$ cat config.mk
export PLATFORM = sky130hd
export DESIGN_NAME = display_scheduler
export DESIGN_NICKNAME = d
export VERILOG_FILES = /design/src/rtl/display_sched_pkg.sv /design/src/rtl/ms_timer.sv /design/src/rtl/display_scheduler.sv
export SDC_FILE = /design/constraint.sdc
export NUM_CORES = 1
export LEC_CHECK = 0
export CORE_MARGIN = 2
export CORE_UTILIZATION = 52
export CTS_CLUSTER_DIAMETER = 30
export DETAILED_ROUTE_END_ITERATION = 10
export PLACE_DENSITY = 0.92
export SLEW_MARGIN = 20
export SYNTH_ARGS = -nofsm -noshare
export SYNTH_HDL_FRONTEND = slang
export SYNTH_HIERARCHICAL = 1
export SYNTH_SLANG_ARGS = --single-unit
export TNS_END_PERCENT = 5
$ cat constraint.sdc
create_clock -name clk_1kHz -period 6.7 [get_ports clk_1kHz]
set_input_delay 1.34 -clock clk_1kHz [delete_from_list [all_inputs] [get_ports clk_1kHz]]
set_output_delay 1.34 -clock clk_1kHz [all_outputs]
set_load 0.005 [all_outputs]
$ cat src/rtl/display_sched_pkg.sv
// -----------------------------------------------------------------------------
// display_sched_pkg
// Shared definitions for the display scheduler:
//   state_e   : scheduler FSM state encoding (IDLE, GAP, SHOW)
//   SRC_*     : source indices (0 = background floor word, 3 = alarm)
//   NUM_SRC   : number of display sources
//   src_word  : extracts the 16-bit word of one source from the packed
//               64-bit req_data bus (source i at bits [16*i+15:16*i])
// -----------------------------------------------------------------------------
package display_sched_pkg;

   typedef enum logic [1:0] {
      ST_IDLE = 2'd0,
      ST_GAP  = 2'd1,
      ST_SHOW = 2'd2
   } state_e;

   localparam logic [1:0] SRC_FLOOR = 2'd0;
   localparam logic [1:0] SRC_ALARM = 2'd3;
   localparam int         NUM_SRC   = 4;

   function automatic logic [15:0] src_word(input logic [63:0] data,
                                            input logic [1:0]  idx);
      return data[{idx, 4'b0000} +: 16];
   endfunction

endpackage

$ cat src/rtl/ms_timer.sv
// -----------------------------------------------------------------------------
// ms_timer
// Loadable down-counter, one tick per display clock cycle (1 ms).
// Ports:
//   clk_i      : display clock
//   rst_i      : synchronous active-high reset (count -> 0)
//   load_i     : load load_val_i this cycle (wins over counting)
//   load_val_i : interval length in cycles
//   done_o     : high during the last cycle of the interval and while the
//                count rests at 0 afterwards
// Loading N gives exactly N cycles before the cycle in which done_o is first
// seen by the consumer's clock edge; the count never wraps below 0.
// -----------------------------------------------------------------------------
module ms_timer #(
   parameter int W = 8
) (
   input  logic         clk_i,
   input  logic         rst_i,
   input  logic         load_i,
   input  logic [W-1:0] load_val_i,
   output logic         done_o
);

   logic [W-1:0] cnt_q, cnt_d;

   always_comb begin
      cnt_d = cnt_q;
      if (load_i) begin
         cnt_d = load_val_i;
      end else if (cnt_q != '0) begin
         cnt_d = cnt_q - 1'b1;
      end
   end

   always_ff @(posedge clk_i) begin
      if (rst_i) begin
         cnt_q <= '0;
      end else begin
         cnt_q <= cnt_d;
      end
   end

   // The edge that sees count 1 is the N-th edge after the load.
   assign done_o = (cnt_q <= W'(1));

endmodule

$ cat src/rtl/display_scheduler.sv
// -----------------------------------------------------------------------------
// display_scheduler
// Time-shares the 4-digit seven-segment display between four sources:
// source 0 background floor word, sources 1/2 transient messages, source 3
// urgent alarm. Inserts a blank gap before every newly granted message,
// holds each message for a minimum dwell, blinks the alarm.
// Ports:
//   clk_1kHz   : display clock (1 cycle = 1 ms)
//   rst        : synchronous active-high reset
//   req        : per-source request, req[0] ignored
//   req_data   : source i word at bits [16*i+15:16*i]
//   ack        : one-cycle pulse to source i when its dwell completes
//   grant      : one-hot currently displayed source
//   disp_word  : word for the seven-segment driver A input
//   disp_blank : 1 = force all digit anodes off
//   busy       : 1 when not IDLE
//   dbg_state  : current FSM state
// All outputs are registered; disp_word follows the granted source's live
// data with one cycle of latency.
//
// Request/acknowledge handshake: a source raises req[i] and holds it until
// it sees ack[i]; it drops req[i] in the cycle after the ack, so req[i] is
// still high at the first edge after ack and is ignored there (masked by the
// registered ack). A req[i] still high at the second edge after ack is a new
// request.
// -----------------------------------------------------------------------------
module display_scheduler
   import display_sched_pkg::*;
#(
   parameter int DWELL_MS = 2000,
   parameter int GAP_MS   = 100,
   parameter int BLINK_MS = 250
) (
   input  logic                   clk_1kHz,
   input  logic                   rst,
   input  logic [NUM_SRC-1:0]     req,
   input  logic [16*NUM_SRC-1:0]  req_data,
   output logic [NUM_SRC-1:0]     ack,
   output logic [NUM_SRC-1:0]     grant,
   output logic [15:0]            disp_word,
   output logic                   disp_blank,
   output logic                   busy,
   output state_e                 dbg_state
);

   localparam int TMAX_A = (DWELL_MS > GAP_MS) ? DWELL_MS : GAP_MS;
   localparam int TMAX   = (TMAX_A > BLINK_MS) ? TMAX_A : BLINK_MS;
   localparam int TW     = $clog2(TMAX + 1);

   localparam logic [TW-1:0] DWELL_V = TW'(DWELL_MS);
   localparam logic [TW-1:0] GAP_V   = TW'(GAP_MS);
   localparam logic [TW-1:0] BLINK_V = TW'(BLINK_MS);

   // First pending message source in round-robin order starting at ptr.
   function automatic logic [1:0] pick_rr(input logic [3:0] r,
                                          input logic [1:0] ptr);
      if (ptr == 2'd2) begin
         return r[2] ? 2'd2 : 2'd1;
      end
      return r[1] ? 2'd1 : 2'd2;
   endfunction

   function automatic logic [1:0] other_src(input logic [1:0] t);
      return (t == 2'd1) ? 2'd2 : 2'd1;
   endfunction

   state_e       state_q, state_d;
   logic [1:0]   tgt_q, tgt_d;
   logic [1:0]   rr_q, rr_d;
   logic         blank_q, blank_d;
   logic [3:0]   ack_q, ack_d;
   logic         met_q, met_d;       // alarm dwell already acknowledged
   logic [3:0]   grant_q;
   logic [15:0]  word_q;
   logic         busy_q;

   logic         go_gap, go_idle;
   logic [1:0]   gap_tgt;
   logic         tmr_load, tmr_done;
   logic [TW-1:0] tmr_val;
   logic         blk_load, blk_done;
   logic [3:0]   eff_req;

   // Stale request from a just-acknowledged source is not a new request.
   assign eff_req = req & ~ack_q;

   always_comb begin
      state_d  = state_q;
      tgt_d    = tgt_q;
      rr_d     = rr_q;
      blank_d  = blank_q;
      ack_d    = '0;
      met_d    = met_q;
      go_gap   = 1'b0;
      go_idle  = 1'b0;
      gap_tgt  = tgt_q;
      tmr_load = 1'b0;
      tmr_val  = DWELL_V;
      blk_load = 1'b0;

      case (state_q)
         ST_IDLE: begin
            tgt_d   = SRC_FLOOR;
            blank_d = 1'b0;
            if (eff_req[SRC_ALARM]) begin
               go_gap  = 1'b1;
               gap_tgt = SRC_ALARM;
            end else if (eff_req[1] || eff_req[2]) begin
               go_gap  = 1'b1;
               gap_tgt = pick_rr(eff_req, rr_q);
            end
         end

         ST_GAP: begin
            if (tgt_q != SRC_ALARM && !req[tgt_q]) begin
               go_idle = 1'b1;
            end else if (tgt_q != SRC_ALARM && eff_req[SRC_ALARM]) begin
               // Retarget to the alarm; the gap restarts from full length.
               go_gap  = 1'b1;
               gap_tgt = SRC_ALARM;
            end else if (tmr_done) begin
               state_d  = ST_SHOW;
               tmr_load = 1'b1;
               tmr_val  = DWELL_V;
               blank_d  = 1'b0;
               met_d    = 1'b0;
               blk_load = 1'b1;
            end
         end

         ST_SHOW: begin
            if (tgt_q == SRC_ALARM) begin
               if (blk_done) begin
                  blank_d  = ~blank_q;
                  blk_load = 1'b1;
               end
               // Dwell timer rests at 0 after expiry, so met_q limits the
               // acknowledge to a single pulse while the alarm is held.
               if (tmr_done && !met_q) begin
                  ack_d[SRC_ALARM] = 1'b1;
                  met_d            = 1'b1;
               end
               if (tmr_done && !req[SRC_ALARM]) begin
                  if (eff_req[1] || eff_req[2]) begin
                     go_gap  = 1'b1;
                     gap_tgt = pick_rr(eff_req, rr_q);
                  end else begin
                     go_idle = 1'b1;
                  end
               end
            end else if (!req[tgt_q]) begin
               go_idle = 1'b1;
            end else if (tmr_done) begin
               ack_d[tgt_q] = 1'b1;
               rr_d         = other_src(tgt_q);
               if (eff_req[SRC_ALARM]) begin
                  go_gap  = 1'b1;
                  gap_tgt = SRC_ALARM;
               end else if (eff_req[other_src(tgt_q)]) begin
                  go_gap  = 1'b1;
                  gap_tgt = other_src(tgt_q);
               end else begin
                  go_idle = 1'b1;
               end
            end else if (eff_req[SRC_ALARM]) begin
               // Preemption: no ack and rr_ptr untouched, so the preempted
               // source is the next one served.
               go_gap  = 1'b1;
               gap_tgt = SRC_ALARM;
            end
         end

         default: begin
            go_idle = 1'b1;
         end
      endcase

      // Transition side effects applied last so they override blink updates.
      if (go_gap) begin
         state_d  = ST_GAP;
         tgt_d    = gap_tgt;
         tmr_load = 1'b1;
         tmr_val  = GAP_V;
         blank_d  = 1'b1;
      end else if (go_idle) begin
         state_d = ST_IDLE;
         tgt_d   = SRC_FLOOR;
         blank_d = 1'b0;
      end
   end

   always_ff @(posedge clk_1kHz) begin
      if (rst) begin
         state_q <= ST_IDLE;
         tgt_q   <= SRC_FLOOR;
         rr_q    <= 2'd1;
         blank_q <= 1'b0;
         ack_q   <= '0;
         met_q   <= 1'b0;
         grant_q <= 4'b0001;
         word_q  <= '0;
         busy_q  <= 1'b0;
      end else begin
         state_q <= state_d;
         tgt_q   <= tgt_d;
         rr_q    <= rr_d;
         blank_q <= blank_d;
         ack_q   <= ack_d;
         met_q   <= met_d;
         grant_q <= 4'b0001 << tgt_d;
         word_q  <= src_word(req_data, tgt_d);
         busy_q  <= (state_d != ST_IDLE);
      end
   end

   ms_timer #(.W(TW)) u_dwell_tmr (
      .clk_i      (clk_1kHz),
      .rst_i      (rst),
      .load_i     (tmr_load),
      .load_val_i (tmr_val),
      .done_o     (tmr_done)
   );

   ms_timer #(.W(TW)) u_blink_tmr (
      .clk_i      (clk_1kHz),
      .rst_i      (rst),
      .load_i     (blk_load),
      .load_val_i (BLINK_V),
      .done_o     (blk_done)
   );

   assign ack        = ack_q;
   assign grant      = grant_q;
   assign disp_word  = word_q;
   assign disp_blank = blank_q;
   assign busy       = busy_q;
   assign dbg_state  = state_q;

endmodule

==> reports/metrics.cfg <==
[grt]
antenna_found_initial = 0
grt_pass1_wl_um = 15100
grt_pass1_vias = 3239
grt_overflow = 0
grt_usage = 0.256
grt_max_degree = 37

[setup_path]
end_kind = flip-flop
critPathKind = in -> reg
crit_required_ps = 6850
cp-start-kind = input port
critPathMaxFanout = 16
crit_arrival_ps = 4240

[pwr]
p_leak_uw = 0.00172
powerDensity_nw_per_um2 = 253
peakVddDrop_mv = 0.142

[cells_and_area]
fillCellCount = 495
multi_input_comb_area_um2 = 2120
final_layout_size_suffix_gt1_frac = 0.0821
area_delta_synth_final_pct = 32.0
fin_cells = 552
seqCellArea_um2 = 1100
final_nets = 552
antenna_cells = 0

[floorplanning]
io_pins = 98
die_h_um = 84.6
die_x_um = 84.6
fp-row-count = 29
dieArea_um2 = 7160
design.core.area_um2 = 6310
start_util = 0.535

[logic_synthesis]
synth_compound_area_frac = 0.220
synth_top_flop_cell = dfxtp_1
synth.cell_area_um2 = 3380
synth_top_family_by_area = simple AND/OR/NAND/NOR gates
postSynthAreaPerCell_um2 = 9.01
ys_ff_latch = 55
async_flop_share = 0
ys_warn_count = 6
ys_seq_area_frac = 0.326
synth_edf_count = 0
ys_types = 73
syn_inst = 375
synthAdderAreaFrac = 0.0296
synth-xor-area-share = 0.0130
synth_mux_area_frac = 0.119
synth-simple-area-share = 0.226

[routing]
wl_met3_um = 487
drcViolationCount = 0
drt_iter0_markers = 189
first_pass_iters = 4
num_vias = 3234
totalWireLength_um = 9310
wl_per_cell_um = 16.9
wl_met2_um = 4760
ant_nets = 0
via_per_inst = 5.86
drt-met1-wl_um = 3740
top_layer_used = met4

[placement]
dpl.hpwl_um = 7120
io_buffers = 97
place_inst = 544
globalplace.congestion = 0.935

[timing]
setup_tns_ps = 0
rsz0062_at_grt = false
setup_viol = 0
timing.fmax_ghz = 0.245
hold_viol = 0
worstMarginPinSlew_ps = 877
drv_slew = 0
maxSlewHeadroom = 0.410
period_share = 0.610
finClkSkew_ps = 10.5
layout_min_cycle_time_ps = 4090

[worst_hold_path]
hold_path.class = reg -> reg

[clock_network]
clk_latency_ps = 310
cts_max_level = 2
cts_root_buf = clkbuf_8
clk_path_buf_depth = 2
cts_hold_buf = 0
clock-sinks = 55
clk_transition_reported_paths_ps = 90
post_cts_resize_count = 0
post_cts_buffers = 0
cts_tree = built
cts_buffers = 5

[run_status]
status = completed

[run]
drv_cap = 0

[cells by family after synthesis]
logic type	count (synthesis)
xor+xnor	5
fa+ha+maj	8
mux	40
other cells	2
simple gates	130
compound gates	96
buf+inv	39
flops	55
[cell type report]
| class | instances | area share |
|---|---|---|
| Multi-Input combinational cell | 294 | 0.475 |
| Sequential cell | 55 | 0.247 |
| Timing Repair Buffer | 101 | 0.224 |
| Tap cell | 77 | 0.0216 |
| Clock buffer | 7 | 0.0171 |
| Inverter | 17 | 0.0143 |
| Clock inverter | 1 | 0.00112 |
[worst max-delay path: stages]
cell and delay [ps]:
clkdlybuf4s50_1 510, nor2b_1 590, nand4_1 290, a31oi_4 200, nor2_2 130, o22ai_2 260, nand2b_1 670, o22ai_1 230
[power breakdown]
part	internal [uW]	total (uW)	switching, uW
sequential	383	441	58.2
clock	73.8	179	106
combinational	254	506	252
[state kept, by name, summed over array words and instances (netlist names)]
name,flops
tgt_q,2
dbg_state,2
u_dwell_tmr/cnt_q,11
busy,1
met_q,1
rr_q,2
ack,4
u_blink_tmr/cnt_q,11
disp_blank,1
disp_word,16
grant,4
[placed cells by master, fill, tap and decap left out, types with 4 or more instances in the layout]
master / synthesis / routed
clkdlybuf4s50_1: 0 / 97
dfxtp_1: 55 / 55
mux2i_1: 39 / 39
nand2_1: 27 / 27
inv_1: 17 / 17
o21ai_0: 16 / 16
nor2_1: 16 / 16
a21oi_1: 15 / 15
nor3_1: 15 / 15
conb_1: 2 / 15
o22ai_1: 12 / 12
nand2b_1: 11 / 11
nand4_1: 11 / 11
o22ai_2: 10 / 9
ha_1: 8 / 8
nor2b_1: 7 / 7
a211oi_1: 7 / 7
nand3_1: 6 / 6
clkbuf_8: 0 / 5
or3_1: 4 / 4
or2_2: 4 / 4
buf_4: 1 / 4
[per-layer routing]
layer	up-vias	global-route usage
li1	1582	-
met1	1505	0.309
met2	121	0.449
met3	26	0.0551
met4	0	0.0924
met5	-	0
[path summary, 6_finish.rpt]
check	slack, ps	cells past startpoint	endpoint	start
worst max-delay path	2610	8	disp_word[5]$_SDFF_PP0_	req[3]
worst min-delay path	430	1	ack[3]$_SDFF_PP0_	met_q$_SDFFE_PP0P_
worst max register to register	3130	10	disp_word[5]$_SDFF_PP0_	u_dwell_tmr/cnt_q[0]$_SDFFE_PP0P_
worst min register to register	430	1	ack[3]$_SDFF_PP0_	met_q$_SDFFE_PP0P_
[Yosys cell counts (all sizes together) (3+ instances only)]
cell / instances / share of area
a211oi: 7 / 0.016
a21oi: 15 / 0.022
a221oi: 3 / 0.011
a31oi: 3 / 0.010
and2: 3 / 0.0056
buf: 11 / 0.033
clkbuf: 11 / 0.012
dfxtp: 55 / 0.33
ha: 8 / 0.030
inv: 17 / 0.019
mux2i: 39 / 0.12
nand2: 27 / 0.030
nand2b: 11 / 0.020
nand3: 7 / 0.014
nand4: 11 / 0.020
nor2: 17 / 0.020
nor2b: 7 / 0.013
nor3: 15 / 0.022
nor4: 5 / 0.016
o21ai: 16 / 0.024
o221ai: 3 / 0.0078
o22ai: 22 / 0.059
o31ai: 4 / 0.010
or2: 5 / 0.0093
or3: 4 / 0.0074
or4: 5 / 0.013
xnor2: 3 / 0.0078
[metrics by stage]
stage               instance area, um^2  utilization  power, uW  setup slack, ps  hold slack (ps)
global route                       4460        0.707       1190             2380              472
global placement                   4380        0.694        927             2330              415
floorplan                          3430            -        792             3420              392
finish                             4460        0.707       1130             2610              434
detailed placement                 4380        0.694        947             2320              413
CTS                                4460        0.707       1130             2640              433
(Power assumes the default switching activity.)
